--- src/rtl/imem_fetch_responder_pkg.sv ---
// Shared constants for the instruction-memory fetch responder.
package imem_fetch_responder_pkg;

  // FSM state encoding
  localparam logic [0:0] ST_IDLE = 1'b0;
  localparam logic [0:0] ST_WAIT = 1'b1;

  // Instruction returned alongside a misalignment fault (addi x0, x0, 0)
  localparam logic [31:0] NOP_INSTR = 32'h00000013;

  // Width of the read-latency counter
  localparam int unsigned CNT_W = 4;

endpackage

--- src/rtl/fetch_wait_counter.sv ---
// Read-latency counter: loadable, clearable, saturating down-count, flags count==1.
module fetch_wait_counter
  import imem_fetch_responder_pkg::*;
(
  input  logic             clk,
  input  logic             reset,
  input  logic             load,
  input  logic [CNT_W-1:0] load_val,
  input  logic             dec_en,
  input  logic             clr,
  output logic             last
);

  logic [CNT_W-1:0] count;

  // Count register; stops at zero so it never wraps.
  always_ff @(posedge clk) begin
    if (reset) begin
      count <= '0;
    end else if (clr) begin
      count <= '0;
    end else if (load) begin
      count <= load_val;
    end else if (dec_en && (count != '0)) begin
      count <= count - CNT_W'(1);
    end
  end

  assign last = (count == CNT_W'(1));

endmodule

--- src/rtl/imem_fetch_responder.sv ---
// Fetch-stage instruction-memory responder: fixed-latency word read with
// flush-abort and a one-cycle valid strobe.
// Optional feature macro: IMEM_MISALIGN_TRAP_EN (fault on pc[1:0] != 0).
module imem_fetch_responder
  import imem_fetch_responder_pkg::*;
#(
  parameter int unsigned ADDR_W      = 32,
  parameter int unsigned DATA_W      = 32,
  parameter int unsigned WAIT_CYCLES = 2
) (
  input  logic              clk,
  input  logic              reset,
  input  logic [ADDR_W-1:0] pc,
  input  logic              req,
  input  logic              flush,
  output logic              stall,
  output logic [ADDR_W-3:0] memAddr,
  output logic              memRdEn,
  input  logic [DATA_W-1:0] memRdData,
  output logic [DATA_W-1:0] instr,
  output logic              instrValid,
  output logic              fault
);

  logic [0:0]        state, state_nxt;
  logic [ADDR_W-3:0] mem_addr_nxt;
  logic              mem_rd_en_nxt;
  logic [DATA_W-1:0] instr_nxt;
  logic              instr_valid_nxt;
  logic              fault_nxt;
  logic              cnt_load, cnt_clr, cnt_dec, cnt_last;
  logic              misaligned;

`ifdef IMEM_MISALIGN_TRAP_EN
  assign misaligned = |pc[1:0];
`else
  logic pc_lsb_unused;
  assign pc_lsb_unused = ^pc[1:0];
  assign misaligned    = 1'b0;
`endif

  // Stall comes straight from the state register, never from inputs.
  assign stall   = (state == ST_WAIT);
  assign cnt_dec = (state == ST_WAIT);

  fetch_wait_counter u_wait_cnt (
    .clk      (clk),
    .reset    (reset),
    .load     (cnt_load),
    .load_val (CNT_W'(WAIT_CYCLES)),
    .dec_en   (cnt_dec),
    .clr      (cnt_clr),
    .last     (cnt_last)
  );

  // Next-state and next-output decode; flush beats completion in WAIT.
  always_comb begin
    state_nxt       = state;
    mem_addr_nxt    = memAddr;
    mem_rd_en_nxt   = 1'b0;
    instr_nxt       = instr;
    instr_valid_nxt = 1'b0;
    fault_nxt       = 1'b0;
    cnt_load        = 1'b0;
    cnt_clr         = 1'b0;
    case (state)
      ST_IDLE: begin
        if (req && !flush) begin
          if (misaligned) begin
            fault_nxt = 1'b1;
            instr_nxt = DATA_W'(NOP_INSTR);
          end else begin
            mem_addr_nxt  = pc[ADDR_W-1:2];
            mem_rd_en_nxt = 1'b1;
            cnt_load      = 1'b1;
            state_nxt     = ST_WAIT;
          end
        end
      end
      ST_WAIT: begin
        if (flush) begin
          cnt_clr   = 1'b1;
          state_nxt = ST_IDLE;
        end else if (cnt_last) begin
          instr_nxt       = memRdData;
          instr_valid_nxt = 1'b1;
          state_nxt       = ST_IDLE;
        end
      end
      default: begin
        state_nxt = ST_IDLE;
      end
    endcase
  end

  // State and registered outputs.
  always_ff @(posedge clk) begin
    if (reset) begin
      state      <= ST_IDLE;
      memAddr    <= '0;
      memRdEn    <= 1'b0;
      instr      <= '0;
      instrValid <= 1'b0;
      fault      <= 1'b0;
    end else begin
      state      <= state_nxt;
      memAddr    <= mem_addr_nxt;
      memRdEn    <= mem_rd_en_nxt;
      instr      <= instr_nxt;
      instrValid <= instr_valid_nxt;
      fault      <= fault_nxt;
    end
  end

endmodule

--- config.mk ---
export PLATFORM = sky130hd
export DESIGN_NAME = imem_fetch_responder
export DESIGN_NICKNAME = d
export VERILOG_FILES = /design/src/rtl/imem_fetch_responder_pkg.sv /design/src/rtl/fetch_wait_counter.sv /design/src/rtl/imem_fetch_responder.sv
export SDC_FILE = /design/constraint.sdc
export NUM_CORES = 1
export LEC_CHECK = 0
export CELL_PAD_IN_SITES_DETAIL_PLACEMENT = 1
export CELL_PAD_IN_SITES_GLOBAL_PLACEMENT = 1
export CORE_MARGIN = 2
export CORE_UTILIZATION = 32
export CTS_CLUSTER_DIAMETER = 120
export CTS_CLUSTER_SIZE = 24
export DETAILED_ROUTE_END_ITERATION = 6
export PLACE_DENSITY_LB_ADDON = 0.1
export SLEW_MARGIN = 40
export SYNTH_ARGS = -nofsm -noshare
export SYNTH_HDL_FRONTEND = slang
export SYNTH_SLANG_ARGS = --single-unit
--- constraint.sdc ---
create_clock -name clk -period 3.35 [get_ports clk]
set_clock_uncertainty 0.1 [all_clocks]
set_input_delay 1.005 -clock clk [delete_from_list [all_inputs] [get_ports clk]]
set_output_delay 1.005 -clock clk [all_outputs]
set_load 0.03 [all_outputs]
### Yosys cells after proc, flatten, opt, wreduce, memory -nomap -nowiden

Cells that the tools add are included.

| word-level totals | value |
|---|---|
| output and inout port bits | 66 |
| flip-flop bits (word level) | 69 |
| logic and storage cells | 35 |
| bits of input ports | 68 |

| operators by class | value |
|---|---|
| equal/unequal tests | 3 |
| bitwise gates (word level) | 1 |
| reduce and logical (&&, ||, !) cells | 10 |
| multiplexer cells | 13 |
| add/sub/neg operators | 1 |

Operators with widths:

| operator | number |
|---|---|
| two-way mux 32 bit | 3 |
| two-way mux 1 bit | 7 |
| OR reduction 3 bit | 2 |
| equality test 4 x 1 -> 1 bit (second input constant) | 1 |
| two-way mux 2 bit | 2 |
| nonzero test 4 bit | 1 |
| subtractor 4 x 1 -> 4 bit (second input constant) | 1 |
| AND reduction 3 bit | 1 |
| logical AND 1 bit | 2 |
| inequality test 2 x 1 -> 1 bit (second input constant) | 1 |
| inequality test 2 bit (second input constant) | 1 |
| case mux 1 bit (2 select lines) | 1 |
| AND reduction 2 bit | 1 |
| nonzero test 2 bit | 1 |
| OR reduction 2 bit | 1 |
| logical NOT 1 bit | 1 |
| inverter 1 bit | 1 |

### Depth between registers and ports, before layout

| logic depth | value |
|---|---|
| depth after elaboration | 5 |
| gate-level depth with buffers | 6 |
| depth with buffers taken out | 5 |

### Modules after synthesis

Synthesis repeated with hierarchy kept, for this count alone.

| second synthesis, totals | value |
|---|---|
| cell total of the unflattened synthesis | 316 |
| area, all modules | 3174.3 sq um |

Modules (own cells, without submodules):

| module | cells an instance | seq. area each (sq um) | area an instance (sq um) | instances |
|---|---|---|---|---|
| imem_fetch_responder | 284 | 1301.2 | 2901.5 | 1 |
| fetch_wait_counter | 32 | 80.1 | 272.8 | 1 |

### Least setup slack after synthesis

Ideal clock, no wire load.

| timing path | value |
|---|---|
| path kind | input-to-reg |
| start point | input flush |
| end point | register memAddr[20] |
| path buffers | 2 |
| library setup time | 0.132 ns |
| required time | 3.118 ns |
| stages on the path | 5 |
| path slack | 1.374 ns |
| arrival time | 1.744 ns |
| cell sequence | or3b_1 -> buf_2 -> buf_6 -> nand2_1 -> a21oi_1 |

| on the way | value |
|---|---|
| word-level cells in the longest chain between the ends | 3 |

RTL lines:

| element | line | text |
|---|---|---|
| start, declared | imem_fetch_responder.sv:15 | `input logic flush,` |
| logical NOT 1 bit | imem_fetch_responder.sv:68 | `if (req && !flush) begin` |
| logical AND 1 bit | imem_fetch_responder.sv:68 |  |
| AND reduction 2 bit (no source line) | - |  |
| end signal, assigned | imem_fetch_responder.sv:107 | `memAddr <= mem_addr_nxt;` |
| end, declared | imem_fetch_responder.sv:17 | `output logic [ADDR_W-3:0] memAddr,` |

No other way between the ends.
A chain may end at the register's enable or synchronous reset.

### Worst setup path after layout

| timing path | value |
|---|---|
| start point | register state (netlist: stall) |
| end point | output stall |

RTL lines:

| element | line | text |
|---|---|---|
| start, declared | imem_fetch_responder.sv:25 | `logic [0:0] state, state_nxt;` |
| start signal, assigned | imem_fetch_responder.sv:106 | `state <= state_nxt;` |
| end, declared | imem_fetch_responder.sv:16 | `output logic stall,` |

No word-level cell between the ends.

==> flow_summary.json <==
{
  "outcome": "complete, no violations",
  "cts_buffers": 9,
  "ys_types": 26,
  "period_needed_ns": 2.80,
  "hold_class": "reg2reg",
  "tns_ns": 0,
  "antenna_found_initial": 0,
  "crit_family": "buffers and inverters",
  "synth_top_area_share_pct": 48.3,
  "synth_area_leaders": "dfxtp_1, nand2b_1, mux2i_1, nand2_1, a21oi_1",
  "fmax_mhz": 357,
  "synthArstFlopShare_pct": 0,
  "port_buffers": 130,
  "finalPower_uw": 1690,
  "ios": 134,
  "crit_path_start_kind": "flop",
  "slew_violations": 0,
  "hold_viol_final": 0,
  "route.detailed.drc": 0,
  "slew_headroom_pct": 64.6,
  "worstPathArrival_ns": 1.69,
  "start_util_pct": 32.9,
  "cp_num_buf_inv": 1,
  "critPathLaunch": "stall",
  "antenna_cells": 0,
  "die_y_um": 98.5,
  "yosysTopAreaCell": "dfxtp_1",
  "htree_levels": 3,
  "clk_pin_slew_ns": 0.09,
  "avgSynthCellArea_um2": 9.10,
  "path_max_fanout": 11,
  "rsz0062_at_grt": "false",
  "grt_usage_pct": 15.9,
  "synth.most_common_cell": "dfxtp_1",
  "areaGrowthSynthToFinish_pct": 52.6,
  "grt_max_degree": 66,
  "drive_above_1_share_pct": 5.24,
  "clockBufferDepth": 2,
  "first_pass_iters": 5,
  "post_cts_buffers": 0,
  "cts_hold_buf": 0,
  "worstMarginPinSlew_ns": 0.529,
  "synth_edf_count": 0,
  "wl_um": 7560,
  "worstSetupEndpointType": "output pin",
  "root_buffer": "clkbuf_8",
  "core_area_um2": 8680,
  "ys_ff_latch": 69,
  "post_drt_wl_per_cell_um": 13.8,
  "gp_congestion": 0.755,
  "drv.max_cap_violation_count": 0,
  "cts_tree": "done",
  "die_w_um": 98.5,
  "ctsResizeCount": 0,
  "yosysWarnings": 0,
  "setup_violations": 0,
  "nNetsFinal": 506,
  "vias": 2494,
  "crit_type": "reg2out",
  "ys_seq_area_share_pct": 48.3,
  "dieArea_um2": 9700,
  "r2r_start": "stall",
  "cts.sinks": 69,
  "yosys_most_used_dff": "dfxtp_1",
  "hold_start": "memAddr[14]",
  "syn_nets": 385,
  "fin_crit_sh_pct": 83.6,
  "cp_slowest_cell": "clkdlybuf4s50_1",
  "powerDensity_nw_per_um2": 387,
  "syn_inst": 314,
  "critical_path_required_ns": 2.24,
  "grt_pass1_vias": 2563,
  "via_per_inst": 4.56,
  "hpwl_um": 5340,
  "leakage_uw": 0.00150,
  "path_cells": "clkdlybuf4s50_1",
  "antenna_violating_nets_post_route": 0,
  "grt-ovfl-total": 0,
  "clk_latency_ns": 0.33,
  "placementRows": 34,
  "grt_pass1_wl_um": 12600,
  "synth_common_cells": "dfxtp_1, nand2b_1, nand2_1, a21oi_1, mux2i_1",
  "netlist_area_um2": 2860,
  "critPathMaxStageDelay_ns": 0.78,
  "drt_iter0_markers": 44,
  "peakVddDrop_mv": 0.141
}
routing by layer:
layer	track usage, %	share of wire [%]	wire [µm]	up-vias
li1	-	-	-	1250
met1	20.7	45	3420	1169
met2	26.1	49	3680	69
met3	3.62	5.0	378	6
met4	5.37	0.98	74	0
met5	0	0	0	-
cells by family (layout without fill, tap and decap cells):
kind of cell	Yosys count	after routing	synth area share [%]
AO/OA/AOI/OAI	38	38	6.83
multiplexers	33	33	11.6
other	1	1	0.131
buffers and inverters	27	152	5.87
flip-flops	69	69	48.3
AND/OR/NAND/NOR	143	143	26.0
adder cells (fa/ha/maj)	3	3	1.31
metrics by stage:
| step | setup WS [ns] | util, % | hold slack, ns | cells | cell area [µm²] |
|---|---|---|---|---|---|
| after floorplan | 1.37 | - | 0.367 | 314 | 2860 |
| after global placement | 0.678 | 48.3 | 0.342 | 532 | 4200 |
| after detailed placement | 0.647 | 48.3 | 0.346 | 532 | 4200 |
| after CTS | 0.549 | 50.2 | 0.358 | 547 | 4360 |
| after global routing | 0.480 | 50.2 | 0.386 | 547 | 4360 |
| final | 0.551 | 50.2 | 0.358 | 547 | 4360 |
worst reg2reg max path, cell delays in order, from the launching register on:
cell and delay (ns):
dfxtp_1 0.58, and4b_2 0.35, buf_12 0.26, mux2i_1 0.24
layout by cell type (no fill, tap or decap), types with 3 or more instances in the layout:
master and instances:
a21oi_1 33, clkbuf_8 9, clkdlybuf4s50_1 129, clkinvlp_4 3, dfxtp_1 69, ha_1 3, inv_1 3, mux2i_1 33
nand2_1 62, nand2b_1 64, nor2_1 5, o21ai_0 3
cell type report:
type                    count  area (µm²)
inverters                   3        11.3
clock buffers               9         124
clock inverters             6        41.3
fillers                  1000        4320
flip-flops and latches     69        1380
multi-input cells         218        1320
well taps                 108         135
repair buffers            134        1350
flip-flops by register name, summed over array words and instances, names as in the netlist:
signal / flops
instr: 32
instrValid: 1
stall: 1
memRdEn: 1
memAddr: 30
u_wait_cnt.count: 4
final timing paths:
check,cells past startpoint,endpoint,slack (ns)
worst max-delay path,1,stall,0.55
worst min register to register,2,memAddr[14],0.36
worst min-delay path,2,memAddr[14],0.36
worst max register to register,3,instr[15],1.75
where the power goes:
group | switching [µW] | total, µW | internal [µW]
clock | 320 | 583 | 263
combinational | 115 | 250 | 136
sequential | 13.3 | 854 | 841
total | 448 | 1690 | 1240
(Power assumes the default switching activity.)
